### src/rtl/onehot_drain_encoder.sv
// onehot_drain_encoder
//   Accepts a 2**N-bit request vector, which may be one-hot or multi-hot.
//   Emits the binary index of every set bit, lowest index first.
//   One index is emitted per output handshake.
//   out_code, out_valid and out_last are registered.
//
// Build option:
//   ONEHOT_ENC_BACK_TO_BACK_EN - when defined, a new vector may be accepted
//   in the same cycle the final code of the current vector is taken. This
//   removes the idle cycle between vectors.
//
// Ports:
//   clk       rising-edge clock
//   rst_n     synchronous active-low reset
//   in_valid  in_vec is valid this cycle
//   in_ready  block can accept a vector
//   in_vec    request vector (2**N bits)
//   out_valid out_code holds a valid index
//   out_ready consumer takes out_code this cycle
//   out_code  binary index of the current lowest pending bit (N bits)
//   out_last  out_code is the final index of the current vector
//   zero_vec  one-cycle pulse after an all-zero vector is accepted
//   busy      a vector is being drained
module onehot_drain_encoder #(
  parameter int unsigned N = 4
) (
  input  logic            clk,
  input  logic            rst_n,
  input  logic            in_valid,
  output logic            in_ready,
  input  logic [2**N-1:0] in_vec,
  output logic            out_valid,
  input  logic            out_ready,
  output logic [N-1:0]    out_code,
  output logic            out_last,
  output logic            zero_vec,
  output logic            busy
);

  localparam int unsigned W = 2**N;

  localparam logic [0:0] IDLE  = 1'b0;
  localparam logic [0:0] DRAIN = 1'b1;

  logic [0:0]   state_q, state_d;
  logic [W-1:0] pend_q,  pend_d;
  logic [N-1:0] code_q,  code_d;
  logic         last_q,  last_d;
  logic         zero_q,  zero_d;
  // Holds in_ready low until the first clock edge after reset is released.
  logic         rdy_q;

  logic         take;
  logic         accept;
  logic [W-1:0] pend_clr;

  // The loop scans from the top bit down, so the lowest set bit is
  // the last one written and wins.
  function automatic logic [N-1:0] lowest_idx(input logic [W-1:0] v);
    logic [N-1:0] r;
    r = '0;
    for (int unsigned i = W; i > 0; i--) begin
      if (v[i-1]) r = N'(i-1);
    end
    return r;
  endfunction

  function automatic logic single_bit(input logic [W-1:0] v);
    return (v != '0) && ((v & (v - W'(1))) == '0);
  endfunction

  always_comb begin
    take     = (state_q == DRAIN) && out_ready;
    // Clearing the lowest set bit removes exactly the bit named by code_q.
    pend_clr = pend_q & (pend_q - W'(1));
`ifdef ONEHOT_ENC_BACK_TO_BACK_EN
    in_ready = rdy_q && ((state_q == IDLE) ||
                         ((state_q == DRAIN) && last_q && out_ready));
`else
    in_ready = rdy_q && (state_q == IDLE);
`endif
    accept   = in_valid && in_ready;

    state_d = state_q;
    pend_d  = pend_q;
    code_d  = code_q;
    last_d  = last_q;
    zero_d  = 1'b0;

    if (take) begin
      pend_d = pend_clr;
      code_d = lowest_idx(pend_clr);
      last_d = single_bit(pend_clr);
      if (last_q) state_d = IDLE;
    end

    // In the back-to-back case this overrides the return to IDLE
    // that the final take requested above.
    if (accept) begin
      zero_d = (in_vec == '0);
      if (in_vec != '0) begin
        pend_d  = in_vec;
        code_d  = lowest_idx(in_vec);
        last_d  = single_bit(in_vec);
        state_d = DRAIN;
      end
    end
  end

  always_ff @(posedge clk) begin
    if (!rst_n) begin
      state_q <= IDLE;
      pend_q  <= '0;
      code_q  <= '0;
      last_q  <= 1'b0;
      zero_q  <= 1'b0;
      rdy_q   <= 1'b0;
    end else begin
      state_q <= state_d;
      pend_q  <= pend_d;
      code_q  <= code_d;
      last_q  <= last_d;
      zero_q  <= zero_d;
      rdy_q   <= 1'b1;
    end
  end

  assign out_valid = (state_q == DRAIN);
  assign busy      = (state_q == DRAIN);
  assign out_code  = code_q;
  assign out_last  = last_q;
  assign zero_vec  = zero_q;

endmodule

### config.mk
export PLATFORM = sky130hd
export DESIGN_NAME = onehot_drain_encoder
export DESIGN_NICKNAME = d
export VERILOG_FILES = /design/src/rtl/onehot_drain_encoder.sv
export SDC_FILE = /design/constraint.sdc
export NUM_CORES = 1
export LEC_CHECK = 0
export ABC_AREA = 1
export CAP_MARGIN = 20
export CORE_ASPECT_RATIO = 0.6
export CORE_UTILIZATION = 50
export CTS_BUF_LIST = sky130_fd_sc_hd__clkbuf_8
export DETAILED_ROUTE_END_ITERATION = 10
export PLACE_DENSITY_LB_ADDON = 0.3
export SETUP_SLACK_MARGIN = 0.5
export SLEW_MARGIN = 20
export SYNTH_ARGS = -nofsm -noshare
export SYNTH_HDL_FRONTEND = slang
export SYNTH_SLANG_ARGS = --single-unit
### constraint.sdc
create_clock -name clk -period 4.8 [get_ports clk]
set_input_delay 0.96 -clock clk [delete_from_list [all_inputs] [get_ports clk]]
set_output_delay 0.96 -clock clk [all_outputs]
set_load 0.05 [all_outputs]
Word level (Yosys, flattened, before mapping):

Cells that the tools add are included.

* input bits: 20
* output and inout bits: 9
* bits in registers: 24
* logic and storage cells: 70

* reductions and logical operators: 11
* $add $sub $neg: 3
* bitwise logic cells: 4
* multiplexer cells: 46

Operators by type and width (count)
* $mux 4: 35
* $and 16x16->16: 3
* $logic_not 16->1: 3
* $mux 16: 3
* $sub 16x1->16 const B: 3
* $reduce_bool 16->1: 2
* $mux 1: 8
* $logic_and 1x1->1: 5
* $reduce_and 2->1: 1
* $not 1->1: 1

Logic depth before layout (Yosys ltp):

* depth in word-level cells: 21
* depth in mapped cells: 21
* mapped depth without buffers: 21

Worst setup path after synthesis:

OpenSTA, ideal clock, no wires.

* path kind: reg2out
* start: register state_q (netlist: busy)
* end: output in_ready
* required time: 3.840 ns
* path slack: 2.588 ns
* arrival: 1.252 ns
* buffers on the path: 0
* stages on the path, launching flop included: 2
* cell sequence: dfxtp_1 -> nor2_1

* cells in the longest elaborated chain, start to end: 2

RTL lines
* from (decl): line 45 `logic [0:0] state_q, state_d;`
* from (signal assigned): line 119 `state_q <= state_d;`
* $not 1->1: line 80 `in_ready = rdy_q && (state_q == IDLE);`
* $logic_and 1x1->1: line 80
* to (decl): line 30 `output logic in_ready,`

Every way passes these cells.

Final worst setup path:

* start: input in_vec[1]
* end: register code_q[2] (netlist: out_code[2])

* cells in the longest elaborated chain, start to end: 4
* elaborated cells on any way between the ends: 5
* classes of those cells: 4 x mux; 1 x reduce/logical

RTL lines
* from (decl): line 31 `input logic [2**N-1:0] in_vec,`
* $mux 4 (2 in series): line 63 `if (v[i-1]) r = N'(i-1);`
* $mux 4 (*): line 101 `if (in_vec != '0) begin`
* $mux 4 (*): line 99 `if (accept) begin`
* to (signal assigned): line 121 `code_q <= code_d;`
* to (decl): line 47 `logic [N-1:0] code_q, code_d;`

Every way passes the cells marked *; elsewhere a longest branch is shown, timed or not.
A chain may end at the register's enable or synchronous reset.

==> flow_metrics.tcl <==
set metrics [dict create \
    status "finished clean" \
    p_total_mw 0.604 \
    hpwl_um 3790 \
    drc 0 \
    fin_ws_ns 1.77 \
    final_cell_mix "59 x nand2_1, 40 x nor2_1, 34 x o21ai_0" \
    clk_latency_ns 0.27 \
    area_growth_pct 19.8 \
    core.rowCount 16 \
    placedCellCount 356 \
    firstDrtPassIters 4 \
    cp_data_required_time_ns 4.96 \
    h-tree-depth 1 \
    r2r-end "out_last$_SDFF_PN0_" \
    yosys.area.top_type "dfxtp_1" \
    syn-num-nets 310 \
    path_class "primary input to register" \
    post_cts_resized 0 \
    postCtsHoldBufs 0 \
    rsz0062_at_grt "no" \
    routedWlPerCell_um 13.2 \
    start_util_pct 53.6 \
    globalRoute.totalOverflow 0 \
    p_comb_share_pct 39.3 \
    port_buffers 28 \
    instances_no_fill 360 \
    antenna_found_initial 0 \
    grt_pass1_wl_um 7830 \
    leakagePower_nw 0.929 \
    wl_um 4740 \
    peakVddDrop_uv 182 \
    layout-drive-gt1-share_pct 12.1 \
    cp.arrival_ns 3.19 \
    min-delay-start "pend_q[15]$_SDFF_PN0_" \
    synth_area_leaders "dfxtp_1 27%, nand2_1 12%, o21ai_0 9.5%" \
    clkSinkCount 24 \
    synth_area_per_cell_um2 6.18 \
    seqPwrFrac_pct 38.0 \
    grt_pass1_vias 1691 \
    fin_crit_sh_pct 63.1 \
    fin_skew_ns 0.00320 \
    power_switching_mw 0.232 \
    synthCells 290 \
    grt_max_degree 32 \
    antenna_cells 0 \
    die_h_um 48.4 \
    synth_top_cell_area_share_pct 26.8 \
    vias 1993 \
    ys_seq_area_share_pct 26.8 \
    cts_tree "yes" \
    final-hold-violation-count 0 \
    drt_iter0_drc 235 \
    p_int_mw 0.372 \
    routabilityCongestion 0.945 \
    hold_class "register to register" \
    ant_nets 0 \
    grt_usage_pct 26.5 \
    syn_area_um2 1790 \
    drv_slew 0 \
    r2r_setup_slack_ns 2.80 \
    io_pins 29 \
    clk_pin_slew_worst_paths_ns 0.08 \
    path_max_fanout 31 \
    setup_viol 0 \
    fmax_mhz 330 \
    fp.dieW_um 79.3 \
    drv_cap 0 \
    cts-root-buf "clkbuf_8" \
    clkPwrFrac_pct 22.7 \
    synth-seq-cells 24 \
    tns_ns 0 \
    min_to "pend_q[15]$_SDFF_PN0_" \
    cts_buffer_depth 2 \
    switching_share_pct 38.4 \
    tightest_slew_ns 0.708 \
    core_area_um2 3340 \
    num-nets-final 336 \
    via_per_inst 5.54 \
    fillCellCount 315 \
    numCtsBuffers 3 \
    postCtsSetupBuffers 0 \
    fp.dieArea_um2 3830 \
    holdPathStages 2 \
    layout_commonest_cell "nand2_1" \
    slew_headroom_pct 52.7 \
    reg2reg_depth 13 \
    power.density_nw_per_um2 281 \
    endpoint_kind "register" \
    dpl_worst_slack_ns 1.58 \
    startpoint_type "primary input" \
    rr_startpoint "pend_q[1]$_SDFF_PN0_" \
    fin_crit_ns 3.03 \
    crit_start "in_vec[1]" \
    synth_warnings 0 \
    yosys.cell_types.count 33 \
]
==> sequential cells by signal, indices dropped and copies added, names as in the netlist <==
| signal | count |
|---|---|
| pend_q | 16 |
| rdy_q | 1 |
| zero_vec | 1 |
| out_code | 4 |
| out_last | 1 |
| busy | 1 |
==> per-layer routing <==
layer | global-route usage (%) | wire, µm | vias to the layer above
met5 | 0 | 0 | -
met4 | 7.27 | 47 | 0
met3 | 5.47 | 467 | 6
met2 | 34.3 | 1840 | 93
met1 | 42.7 | 2390 | 886
li1 | - | - | 1008
==> Yosys cell counts (all sizes together) <==
| cell type | count |
|---|---|
| nand2 | 69 |
| nor2 | 50 |
| o21ai | 38 |
| inv | 36 |
| a21oi | 30 |
| dfxtp | 24 |
| nand3 | 13 |
| clkbuf | 6 |
| o2111ai | 4 |
| a221oi | 3 |
| buf | 2 |
| clkinv | 2 |
| o211ai | 2 |
| o21bai | 2 |
| o22ai | 2 |
| a211oi | 1 |
| a22o | 1 |
| a311oi | 1 |
| a31oi | 1 |
| nor4 | 1 |
| o32ai | 1 |
| xor2 | 1 |
==> power by group through the flow <==
stage	clock, mW	combinational [mW]	sequential [mW]
CTS	0.140	0.235	0.229
finish	0.137	0.237	0.230
detailed placement	0	0.235	0.234
global placement	0	0.232	0.234
floorplan	0	0.159	0.245
global route	0.148	0.264	0.232
==> worst max path at each step <==
stage | end | slack (ns) | cells after the start
5_1_grt | out_code[2]$_SDFF_PN0_ | 1.60 | 12
6_report | out_code[2]$_SDFF_PN0_ | 1.77 | 12
2_1_floorplan | in_ready | 2.59 | 1
3_5_place_dp | out_code[2]$_SDFF_PN0_ | 1.58 | 12
3_3_place_gp | out_code[2]$_SDFF_PN0_ | 1.70 | 12
4_1_cts | out_code[2]$_SDFF_PN0_ | 1.78 | 12
==> cell families after synthesis <==
kind of cell	count (synthesis)	share of synthesized area [%]
flops	24	26.8
buf+inv	46	10.4
compound gates	86	28.9
simple gates	133	33.4
xor+xnor	1	0.489
==> critical path, stage by stage <==
cell and delay [ns]:
clkdlybuf4s50_1 0.46, nor2_1 0.20, nand2_1 0.13, inv_1 0.07, nand2_1 0.12, inv_1 0.08
nand3_1 0.08, nand2_1 0.07, buf_4 0.27, clkinv_1 0.33, a221oi_1 0.33, nor2_1 0.08
==> stage by stage <==
step	utilization, %	instance area [µm²]	hold WS [ns]
finish	64.2	2150	0.472
global route	64.2	2150	0.510
CTS	64.2	2150	0.479
detailed placement	62.6	2090	0.467
global placement	62.6	2090	0.461
floorplan	-	1790	0.442
==> area by class of cell <==
class                           count  area (µm²)  area share [%]
Multi-Input combinational cell    220        1120            52.4
Tap cell                           45        56.3            2.62
Clock buffer                        4        55.1            2.56
Inverter                           38         143            6.64
Sequential cell                    24         480            22.4
Timing Repair Buffer               29         288            13.4
Power figures use the tool's default switching activity.
==> variant (config.mk and constraints unchanged) <==
The option `ONEHOT_ENC_BACK_TO_BACK_EN` is turned on by a define.
--- a/src/rtl/onehot_drain_encoder.sv
+++ b/src/rtl/onehot_drain_encoder.sv
@@ -23,2 +23,4 @@
 //   busy      a vector is being drained
+`define ONEHOT_ENC_BACK_TO_BACK_EN
+
 module onehot_drain_encoder #(
Check against the original RTL: not equivalent (a bounded check fails within 4 cycles, from zero or initial values and one cycle with rst_n low).
==> variant against the unedited design <==
Utilization up 1.0 points; final area up 4.0%; routed wire length up 2.8%; register-to-register slack worse by 0.07 ns; setup slack worse by 0.49 ns; total power down 2.2%; sequential cell count unchanged; area after synthesis up 5.0%; non-clock buffer count unchanged; global-route usage up 0.27 points; maximum frequency down 14%; die area up 4.8%; critical path type is now input port to output port.
==> variant: results (changes against the unedited design) <==
[synthesis]
ys_types=42  ; +27%
synth_nets=315  ; +1.6%
ys_top_cells_by_area=dfxtp_1 (26%), nand2_1 (11%), o21ai_0 (8.0%), nor2_1 (7.0%), a21oi_1 (6.9%)
netlist_top_cells_count=nand2_1 (57), nor2_1 (35), inv_1 (31)
synth.avg_cell_area_um2=6.37  ; +3.2%
synth_seq_area_share=0.255  ; -0.0127
ys_warn_count=0  ; unchanged
async_flop_share=0  ; unchanged
synth.most_common_cell=nand2_1
synth-seq-cells=24  ; unchanged

[global_route]
grt_usage=0.267  ; +0.00267
grt_max_degree=29  ; -9.4%
grt_pass1_vias=1812  ; +7.2%
grt_pass1_wl_um=8180  ; +4.5%
antenna_found_initial=0  ; unchanged

[critical_path]
cp.arrival_ns=2.56  ; -0.63 ns
r2r_setup_slack_ns=2.73  ; -0.07 ns
critPathMaxStageDelay_ns=0.81  ; +0.35 ns
setup.worst_path.start=out_ready
crit_slowest_cell=clkdlybuf4s50_1
r2r-start=busy
reg2reg_to=out_last
reg2regPathDepth=6  ; -7
critPathMaxFanout=3  ; -90%

[clock_network]
insertion_delay_ns=0.26
postCtsSetupRepairBufs=0  ; unchanged
clkSlewWorstSetupHoldPaths_ns=0.08  ; about the same
cts_buffer_depth=2  ; unchanged
cts_max_level=1  ; unchanged
cts_buffers=3  ; unchanged

[route]
detail_route.iter0.violations=131  ; -44%
dr.pass1.iters=4  ; unchanged
vias=2010  ; +0.85%
finalWirelength_um=4870  ; +2.8%
routedWlPerCell_um=13.4  ; +1.4%

[min_path]
holdCritPathClass=flip-flop to flip-flop
worstHoldStart=pend_q[15]

[power_and_ir_drop]
vdd_drop_max_v=0.000159  ; -13%
power_leakage_nw=0.941  ; +1.2%

[placement]
dp_hpwl_um=4000  ; +5.6%
io_buffer_count=28  ; unchanged
dp_slack_ns=1.28  ; -0.298 ns
dp.cells=362  ; +1.7%
place_congestion=0.923  ; -2.4%
postPlaceCellArea_um2=2190  ; +4.8%

[die]
num_rows=16  ; unchanged

[layout]
drive_gt1_frac=0.144  ; +0.0231
nets=342  ; +1.8%

[timing]
tightest_slew_ns=0.627  ; -0.0813 ns
fin_worst_skew_ns=0.00285  ; -0.000350 ns

[run_status]
outcome=complete, no violations

## variant: area by class of cell
class / count / area [um2]
Multi-Input combinational cell: 222 / 1210
Clock buffer: 3 / 41.3
Fill cell: 307 / 1190
Inverter: 42 / 159
Sequential cell: 24 / 480
Timing Repair Buffer: 29 / 288
Tap cell: 45 / 56.3
## variant: worst max-delay path: cells and delay by family
kind          cells  cell delay, ns
buf+inv           2            1.28
simple gates      3            0.31
## variant: power by group
part           internal (mW)  total (mW)  switching, mW  leakage, nW
registers              0.214       0.228         0.0143        0.198
clock network         0.0561       0.116         0.0601       0.0216
logic                 0.0887       0.247          0.158        0.721
## variant: metal layers
metal	track usage	wire length, um
met4	0.0179	13
met3	0.0500	246
met5	0	0
met2	0.409	2060
met1	0.402	2550
## variant: through the flow
stage / hold WS (ns) / utilization
after floorplan: 0.447 / -
after global placement: 0.463 / 0.640
after detailed placement: 0.472 / 0.640
after CTS: 0.486 / 0.652
after global routing: 0.509 / 0.652
final: 0.480 / 0.652
## variant: worst max path at each step
stage / end / slack [ns] / cells after the start
floorplan: out_code[0] / 2.29 / 9
global placement: in_ready / 1.33 / 5
detailed placement: in_ready / 1.28 / 5
CTS: in_ready / 1.28 / 5
global route: in_ready / 1.23 / 5
finish: in_ready / 1.28 / 5
## variant: logic make-up after synthesis
| group | after synthesis | share of synthesized area |
|---|---|---|
| AO/OA/AOI/OAI | 85 | 0.271 |
| adder cells (fa/ha/maj) | 1 | 0.00532 |
| buffers and inverters | 49 | 0.102 |
| flip-flops | 24 | 0.255 |
| AND/OR/NAND/NOR | 136 | 0.366 |
